File: src/rtl/tx_control_pkg.sv
// Shared types and constants for the tx_control byte sequencer.
package tx_control_pkg;

    localparam int BYTE_W = 8;

    typedef enum logic [2:0] {
        IDLE,
        SEND,
        WAIT_ACK,
        WAIT_DONE,
        GAP,
        DONE
    } tx_state_t;

    localparam logic [3:0] LED_IDLE = 4'b0001;
    localparam logic [3:0] LED_SEND = 4'b0010;
    localparam logic [3:0] LED_WAIT = 4'b0100;
    localparam logic [3:0] LED_DONE = 4'b1000;

    function automatic logic [3:0] state_led(input tx_state_t s);
        case (s)
            SEND, WAIT_ACK: return LED_SEND;
            WAIT_DONE, GAP: return LED_WAIT;
            DONE:           return LED_DONE;
            default:        return LED_IDLE;
        endcase
    endfunction

endpackage

File: src/rtl/tx_down_counter.sv
// Loadable down-counter with zero flag; saturates at zero.
module tx_down_counter #(
    parameter int W = 8
) (
    input  logic         clk,
    input  logic         reset_n,
    input  logic         load,
    input  logic [W-1:0] load_val,
    input  logic         dec,
    output logic         zero
);

    logic [W-1:0] count;

    always_ff @(posedge clk or negedge reset_n) begin
        if (!reset_n)
            count <= '0;
        else if (load)
            count <= load_val;
        else if (dec && count != '0)
            count <= count - 1'b1;
    end

    assign zero = (count == '0);

endmodule

File: src/rtl/tx_control.sv
// Frame transmit sequencer: sends a captured result LSB-first through uart_tx.
// Define TX_CTRL_CHECKSUM_EN to append an XOR checksum byte to every frame.
module tx_control
    import tx_control_pkg::*;
#(
    parameter int DATA_W      = 16,
    parameter int GAP_CYCLES  = 16,
    parameter int ACK_TIMEOUT = 255
) (
    input  logic              clk,
    input  logic              reset_n,
    input  logic              trigger,
    input  logic [DATA_W-1:0] result,
    input  logic              tx_busy,
    output logic              tx_start,
    output logic [BYTE_W-1:0] tx_data,
    output logic              busy,
    output logic              done,
    output logic              overrun,
    output logic              timeout_err,
    output logic [3:0]        state_leds
);

    localparam int NB = DATA_W / BYTE_W;
`ifdef TX_CTRL_CHECKSUM_EN
    localparam int FRAME_NB = NB + 1;
`else
    localparam int FRAME_NB = NB;
`endif
    localparam int BC_W    = $clog2(FRAME_NB + 1);
    localparam int CNT_MAX = (ACK_TIMEOUT > GAP_CYCLES) ? ACK_TIMEOUT : GAP_CYCLES;
    localparam int CNT_W   = $clog2(CNT_MAX + 1);
    // Both loads are "N-1" because the zero flag is tested before decrementing.
    localparam logic [CNT_W-1:0] ACK_LOAD = CNT_W'((ACK_TIMEOUT > 0) ? ACK_TIMEOUT - 1 : 0);
    localparam logic [CNT_W-1:0] GAP_LOAD = CNT_W'((GAP_CYCLES > 0) ? GAP_CYCLES - 1 : 0);

    tx_state_t         state, state_nxt;
    logic [DATA_W-1:0] shift_q;
    logic [BC_W-1:0]   byte_cnt;
    logic              pending;
    logic              overrun_q;
    logic              timeout_q;
    logic              start;
    logic              last_byte;
    logic              byte_fin;
    logic              ack_to;
    logic              cnt_load;
    logic              cnt_dec;
    logic              cnt_zero;
    logic [CNT_W-1:0]  cnt_load_val;
`ifdef TX_CTRL_CHECKSUM_EN
    logic [BYTE_W-1:0] csum_q;
`endif

    assign start     = trigger || pending;
    assign last_byte = (byte_cnt == BC_W'(FRAME_NB - 1));
    assign byte_fin  = (state == WAIT_DONE) && !tx_busy;

    // One counter serves the ack timeout and the inter-byte gap.
    tx_down_counter #(.W(CNT_W)) u_cnt (
        .clk      (clk),
        .reset_n  (reset_n),
        .load     (cnt_load),
        .load_val (cnt_load_val),
        .dec      (cnt_dec),
        .zero     (cnt_zero)
    );

    always_ff @(posedge clk or negedge reset_n) begin
        if (!reset_n)
            state <= IDLE;
        else
            state <= state_nxt;
    end

    always_comb begin
        state_nxt    = state;
        cnt_load     = 1'b0;
        cnt_load_val = ACK_LOAD;
        cnt_dec      = 1'b0;
        ack_to       = 1'b0;
        case (state)
            IDLE: if (start) state_nxt = SEND;
            SEND: begin
                state_nxt = WAIT_ACK;
                cnt_load  = 1'b1;
            end
            WAIT_ACK: begin
                if (tx_busy)
                    state_nxt = WAIT_DONE;
                else if (cnt_zero) begin
                    ack_to    = 1'b1;
                    state_nxt = IDLE;
                end else
                    cnt_dec = 1'b1;
            end
            WAIT_DONE: begin
                if (!tx_busy) begin
                    if (last_byte)
                        state_nxt = DONE;
                    else if (GAP_CYCLES == 0)
                        state_nxt = SEND;
                    else begin
                        state_nxt    = GAP;
                        cnt_load     = 1'b1;
                        cnt_load_val = GAP_LOAD;
                    end
                end
            end
            GAP: begin
                if (cnt_zero)
                    state_nxt = SEND;
                else
                    cnt_dec = 1'b1;
            end
            DONE:    state_nxt = IDLE;
            default: state_nxt = IDLE;
        endcase
    end

    always_ff @(posedge clk or negedge reset_n) begin
        if (!reset_n) begin
            shift_q   <= '0;
            byte_cnt  <= '0;
            pending   <= 1'b0;
            overrun_q <= 1'b0;
            timeout_q <= 1'b0;
        end else begin
            if (ack_to)
                timeout_q <= 1'b1;
            if (state == IDLE) begin
                if (start) begin
                    shift_q  <= result;
                    byte_cnt <= '0;
                    // A fresh trigger alongside a pending one stays queued.
                    pending  <= trigger && pending;
                end
            end else if (trigger) begin
                if (pending)
                    overrun_q <= 1'b1;
                else
                    pending <= 1'b1;
            end
            if (byte_fin) begin
                byte_cnt <= byte_cnt + 1'b1;
                shift_q  <= shift_q >> BYTE_W;
`ifdef TX_CTRL_CHECKSUM_EN
                if (byte_cnt == BC_W'(NB - 1))
                    shift_q[BYTE_W-1:0] <= csum_q;
`endif
            end
        end
    end

`ifdef TX_CTRL_CHECKSUM_EN
    always_ff @(posedge clk or negedge reset_n) begin
        if (!reset_n)
            csum_q <= '0;
        else if (state == IDLE && start)
            csum_q <= '0;
        else if (state == SEND && byte_cnt < BC_W'(NB))
            csum_q <= csum_q ^ shift_q[BYTE_W-1:0];
    end
`endif

    assign tx_start    = (state == SEND);
    assign tx_data     = shift_q[BYTE_W-1:0];
    assign busy        = (state != IDLE);
    assign done        = (state == DONE);
    assign overrun     = overrun_q;
    assign timeout_err = timeout_q;
    assign state_leds  = state_led(state);

endmodule

File: config.mk
export PLATFORM = sky130hd
export DESIGN_NAME = tx_control
export DESIGN_NICKNAME = d
export VERILOG_FILES = /design/src/rtl/tx_control_pkg.sv /design/src/rtl/tx_down_counter.sv /design/src/rtl/tx_control.sv
export SDC_FILE = /design/constraint.sdc
export NUM_CORES = 1
export LEC_CHECK = 0
export CORE_MARGIN = 1.5
export CORE_UTILIZATION = 54
export CTS_CLUSTER_SIZE = 24
export DETAILED_ROUTE_END_ITERATION = 8
export MAX_ROUTING_LAYER = met4
export PLACE_DENSITY = 0.93
export SLEW_MARGIN = 20
export SYNTH_ARGS = -nofsm -noshare
export SYNTH_HDL_FRONTEND = slang
export SYNTH_SLANG_ARGS = --single-unit
File: constraint.sdc
create_clock -name clk -period 2.9 [get_ports clk]
set_clock_uncertainty 0.15 [all_clocks]
set_input_delay 0.29 -clock clk [delete_from_list [all_inputs] [get_ports clk]]
set_output_delay 0.29 -clock clk [all_outputs]
set_load 0.01 [all_outputs]
==> results of run 1 <==
through the flow:
step | instances | utilization [%] | hold slack [ns] | setup WS (ns)
after CTS | 235 | 68.35 | 0.1919 | 0.3937
after floorplan | 163 | - | -0.1556 | 1.216
final | 235 | 68.35 | 0.1841 | 0.4000
after detailed placement | 227 | 65.83 | 0.3080 | 0.7501
after global placement | 227 | 65.83 | 0.2989 | 0.8239
after global routing | 235 | 68.35 | 0.2356 | 0.3080
metal layers:
metal,vias to the layer above,GRT usage [%],wire length (µm)
li1,642,-,-
met5,-,-,0
met1,679,30.11,1562
met3,9,7.424,269
met2,61,38.46,1857
met4,0,8.766,56
path summary, 6_finish.rpt:
kind / start / endpoint / slack, ns / depth (start not counted)
max: state[0] / state_leds[0] / 0.40 / 3
min: reset_n / shift_q[6] / 0.18 / 2
max reg2reg: u_cnt.count[5] / u_cnt.count[1] / 0.67 / 4
min reg2reg: overrun / overrun / 0.33 / 1
max in group asynchronous: reset_n / byte_cnt[0] / 2.13 / 2
min in group clk: overrun / overrun / 0.33 / 1
final cells by class:
type / count / area (µm²) / share of cell area (%)
inverter: 7 / 26.28 / 1.270
multi-input combinational: 107 / 743.2 / 35.91
clock buffer: 6 / 41.29 / 1.995
sequential: 32 / 800.8 / 38.69
tap: 44 / 55.05 / 2.660
clock inverter: 2 / 35.03 / 1.693
timing repair buffer: 37 / 367.9 / 17.78
power by group:
group | switching (mW) | total, mW | internal [mW]
logic | 0.564 | 1.07 | 0.505
clock network | 0.154 | 0.335 | 0.181
registers | 0.170 | 0.797 | 0.627
total | 0.889 | 2.20 | 1.31
state kept, by name (all words and copies together) (netlist names):
name and cells:
byte_cnt 2, shift_q 16, u_cnt.count 8, timeout_err 1
pending 1, overrun 1, state 3
logic make-up (layout without fill, tap and decap cells):
kind of cell | Yosys count | in the layout | share of synthesized area (%)
adder cells (fa/ha/maj) | 4 | 4 | 2.778
flip-flops | 32 | 32 | 46.78
buffers and inverters | 24 | 52 | 9.795
AO/OA/AOI/OAI | 53 | 53 | 24.20
AND/OR/NAND/NOR | 50 | 50 | 16.45
cells in the final DEF (no fill, tap or decap), types with 2 or more instances in the layout:
master | netlist | final
ha_1 | 3 | 3
o211ai_1 | 2 | 2
and4_1 | 2 | 2
o21a_1 | 2 | 2
dfrtp_1 | 32 | 32
nor2_1 | 9 | 9
inv_1 | 6 | 6
o211a_1 | 2 | 2
a21oi_1 | 3 | 3
nor3_1 | 2 | 2
a211oi_2 | 4 | 4
nand2_1 | 20 | 20
a21o_1 | 2 | 2
a211oi_1 | 2 | 2
a22o_1 | 8 | 8
a31o_1 | 3 | 3
a22oi_1 | 8 | 8
clkdlybuf4s50_1 | 0 | 36
clkbuf_4 | 0 | 5
o21ai_0 | 2 | 2
a31oi_1 | 5 | 5
o21ai_1 | 4 | 4
nand2b_1 | 2 | 2
worst register-to-register path, delay by kind of cell, from the launching register on:
family	cells	cell delay, ns
AO/OA/AOI/OAI	2	0.98
flip-flops	1	0.51
AND/OR/NAND/NOR	2	0.46
==> results.py, run 1 <==
metrics = {
    "outcome": {
        "outcome": "finished clean",
    },
    "synth": {
        "synth_edf_count": 0,
        "async_flop_share_pct": 100.0,
        "yosysTopAreaCell": "dfrtp_1",
        "syn_inst": 163,
        "synth.top_cells.by_count": "dfrtp_1 (32), nand2_1 (20), buf_4 (10)",
        "syn_area_um2": 1712,
        "synth_fp_nets": 186,
        "synthFlopType": "dfrtp_1",
        "syn_area_per_cell_um2": 10.50,
        "ys.warnings.count": 0,
        "yosysMostFrequentCell": "dfrtp_1",
        "synth_cell_types": 47,
        "synth_top_area_share_pct": 46.78,
        "synth_area_leaders": "dfrtp_1 (47%), buf_4 (4.4%), nand2_1 (4.4%)",
        "yosysSeqAreaShare_pct": 46.78,
        "ys_ff_latch": 32,
    },
    "layout": {
        "antennaDiodeCount": 0,
        "finish.net_count": 213,
        "final_area_um2": 2069,
        "fillers": 230,
        "syn_to_final_growth_pct": 20.91,
        "final_layout_size_suffix_gt1_share_pct": 10.99,
    },
    "global_routing": {
        "grt_pass1_wl_um": 6154,
        "grt_antenna_before_repair": 0,
        "grt_max_degree": 33,
        "grt_pass1_vias": 1330,
        "overflow": 0,
        "grt_usage_pct": 24.58,
    },
    "setup_path": {
        "worstPathMaxFanout": 12,
        "start_kind": "register",
        "crit_family": "buffers and inverters",
        "crit_arrival_ns": 2.06,
        "required_ns": 2.46,
        "critPathCaptureType": "primary output",
        "crit_chain": "or3_1 -> o21ai_0 -> clkdlybuf4s50_1",
        "path_class": "register to primary output",
        "slowest_stage": "clkdlybuf4s50_1",
        "cp_slowest_stage_delay_ns": 0.56,
        "cp_num_buf_inv": 1,
    },
    "route": {
        "drtIter0Drc": 103,
        "ant_nets": 0,
        "routed_wl_um": 3745,
        "dr.pass1.iters": 5,
        "vias_per_cell": 5.919,
        "wl_per_cell_um": 15.94,
        "vias": 1391,
        "drc_errors": 0,
    },
    "place": {
        "port_buffers": 36,
        "finalWeightedCongestion": 0.9858,
        "placed_area_um2": 1993,
        "dp_hpwl_um": 2631,
    },
    "die": {
        "die_h_um": 59.30,
        "placementRows": 20,
        "floorplan.initialDensity_pct": 56.53,
        "io_pins": 37,
        "die_w_um": 59.30,
        "dieArea_um2": 3516,
        "core_um2": 3028,
    },
    "worst_hold_path": {
        "min_path_type": "input port to async pin",
    },
    "sta": {
        "fin_setup_tns_ns": 0,
        "slew_headroom_pct": 29.52,
        "finalWorstPathRequiredPeriod_ns": 2.500,
        "worst_pin_slew_ns": 1.052,
        "max_freq_ghz": 0.4000,
        "finalCritPeriodShare_pct": 86.21,
        "setup_viol": 0,
        "rsz0062_at_grt": "no",
        "timing_hold_violations_final": 0,
        "slew_viol_final": 0,
    },
    "power": {
        "leakage_nw": 0.8932,
        "powerDensity_nw_per_um2": 1064,
        "power_mw": 2.201,
        "ir_worst_vdd_mv": 0.5472,
    },
    "clocking": {
        "clockRootBuffer": "clkbuf_4",
        "clock_path_buffers": 2,
        "path_clk_slew_ns": 0.10,
        "h-tree-depth": 2,
        "clkLatencyLatePin_ns": 0.34,
        "cts_inserted_buffers": 5,
        "cts_hold_buf": 0,
        "clock_sinks": 32,
        "post-cts-setup-buffers": 0,
        "post_cts_resized": 0,
        "cts_tree": "yes",
    },
    "run": {
        "drv_cap": 0,
    },
}
Note: power is estimated with default switching activity, not from simulation.
==> run 2, diff against run 1 <==
- CORE_UTILIZATION: 54 -> 56
- DONT_BUFFER_PORTS: not set -> 1
- PLACE_DENSITY: 0.93 -> 0.83
- SLEW_MARGIN: 20 -> not set
- clock period: 2.9 -> 2.3 ns (I/O delays scaled with it)
==> run 2 against run 1 <==
Sequential cell count is the same. Utilization shrank 0.41 points. Count of clock-buffer cells in the layout grew 1. Largest power group unchanged. The flow now finishes with violations (design-rule violations). Power grew 19%. Via count shrank 6.0%. Sequential power grew 33%. Global-route usage shrank 0.27 points. Final cell count shrank 12%. Worst setup slack lost 0.22 ns. Sequential share of layout area grew 3.0 points. Critical path depth grew 1. Wire length shrank 1.0%.
==> results.py, run 2 (same netlist as run 1, synthesis figures left out) <==
metrics = {
    "die": {
        "die_w_um": 58.29,
        "core_um2": 2829,
        "placementRows": 19,
        "floorplan.initialDensity_pct": 60.50,
        "die_h_um": 58.29,
        "io_pins": 37,
        "dieArea_um2": 3397,
    },
    "power": {
        "leakage_nw": 0.8531,
        "powerDensity_nw_per_um2": 1359,
        "ir_worst_vdd_mv": 0.6407,
    },
    "route": {
        "drc_errors": 4,
        "routed_wl_um": 3707,
        "drtIter0Drc": 101,
        "dr.pass1.iters": 7,
        "ant_nets": 0,
        "wl_per_cell_um": 18.00,
        "vias_per_cell": 6.345,
        "vias": 1307,
    },
    "sta": {
        "max_freq_ghz": 0.4727,
        "finalCritPeriodShare_pct": 91.98,
        "worst_pin_slew_ns": 0.9791,
        "slew_viol_final": 0,
        "slew_headroom_pct": 34.42,
        "timing_hold_violations_final": 0,
        "setup_slack_ns": 0.1845,
        "fin_setup_tns_ns": 0,
        "rsz0062_at_grt": "no",
        "setup_viol": 0,
        "finalWorstPathRequiredPeriod_ns": 2.115,
    },
    "run": {
        "drv_cap": 0,
    },
    "place": {
        "place_ws_ns": 0.2147,
        "finalWeightedCongestion": 0.8591,
        "port_buffers": 0,
        "placed_area_um2": 1617,
        "dp_hpwl_um": 2361,
    },
    "layout": {
        "mostFrequentLayoutCell": "dfrtp_1",
        "top_register": "shift_q",
        "antennaDiodeCount": 0,
        "final_layout_size_suffix_gt1_share_pct": 13.14,
        "largest_reg_flops": 16,
        "top_regs": "shift_q (16), u_cnt.count (8), state (3)",
        "layout_common_cells": "dfrtp_1 (32), nand2_1 (20), dlygate4sd3_1 (19)",
        "syn_to_final_growth_pct": 12.28,
        "finish.net_count": 197,
        "final_area_um2": 1922,
    },
    "clocking": {
        "post_cts_resized": 0,
        "cts_tree": "yes",
        "cts_inserted_buffers": 5,
        "clockRootBuffer": "clkbuf_4",
        "clock_sinks": 32,
        "clkLatencyLatePin_ns": 0.34,
        "h-tree-depth": 2,
        "clock_path_buffers": 2,
        "path_clk_slew_ns": 0.10,
    },
    "setup_path": {
        "crit_chain": "nor4_4 -> a31oi_1 -> a21o_1 -> o211a_1",
        "critPathCaptureType": "register",
        "cp_slowest_stage_delay_ns": 0.46,
        "path_class": "register to register",
        "worstPathMaxFanout": 12,
        "crit_arrival_ns": 2.20,
        "start_kind": "register",
        "slowest_stage": "dfrtp_1",
        "worstSetupStartpoint": "u_cnt.count[5]",
        "reg2reg_from": "u_cnt.count[5]",
        "required_ns": 2.38,
    },
    "outcome": {
        "violations": "design-rule violations",
        "outcome": "finished, violations left",
    },
    "worst_hold_path": {
        "min_path_type": "input port to register",
        "hp-start": "tx_busy",
    },
    "global_routing": {
        "grt_pass1_wl_um": 5899,
        "grt_max_degree": 33,
        "grt_usage_pct": 24.31,
        "grt_antenna_before_repair": 0,
        "overflow": 0,
        "grt_pass1_vias": 1233,
    },
}
run 2: cell count changes in the layout (fill, tap and decap cells not counted), sizes merged:
cell | before | now
clkbuf | 6 | 7
clkdlybuf4s50 | 36 | 0
clkinv | 1 | 0
buf | 1 | 2
dlygate4sd3 | 0 | 19
run 2: stage by stage:
stage                     hold slack [ns]  std cells  total power [mW]  utilization [%]
final                             0.03911        206             2.611            67.93
after global routing              0.04743        206             2.800            67.93
after CTS                         0.02285        206             2.598            67.93
after detailed placement          -0.2147        178             2.071            57.14
after global placement            -0.2147        178             2.013            57.14
after floorplan                   -0.2156        163             2.068                -
run 2: layout make-up:
cell class | instances | area [µm²]
fillers | 215 | 907.1
flip-flops and latches | 32 | 800.8
multi-input cells | 107 | 743.2
repair buffers | 21 | 217.7
clock buffers | 7 | 65.06
well taps | 31 | 38.79
clock inverters | 1 | 30.03
inverters | 7 | 26.28
run 2: critical path, delay by kind of cell, from the launching register on:
kind	cells	cell delay, ns
AOI/OAI and AO/OA	3	1.00
DFF	1	0.46
and+or+nand+nor	1	0.40
run 2: path summary, 6_finish.rpt:
check | to | slack (ns) | depth (start not counted)
max | u_cnt.count[4] | 0.18 | 4
min | u_cnt.count[3] | 0.04 | 2
max reg2reg | u_cnt.count[4] | 0.18 | 4
min in group asynchronous | shift_q[13] | 0.17 | 2
max in group asynchronous | u_cnt.count[2] | 1.66 | 2
min reg2reg | byte_cnt[1] | 0.35 | 2
run 2: routing by layer:
layer	wire length, µm	GRT usage, %
met5	0	-
met4	105	12.62
met1	1561	28.28
met2	1870	38.36
met3	169	6.473
run 2: report_power, final:
part | internal, mW | switching [mW]
registers | 0.791 | 0.266
clock network | 0.288 | 0.191
logic | 0.442 | 0.633
run 2: what timing repair did:
item	CTS	global route
buffers inserted	0	0
hold endpoints to repair	52	0
hold buffers	20	0
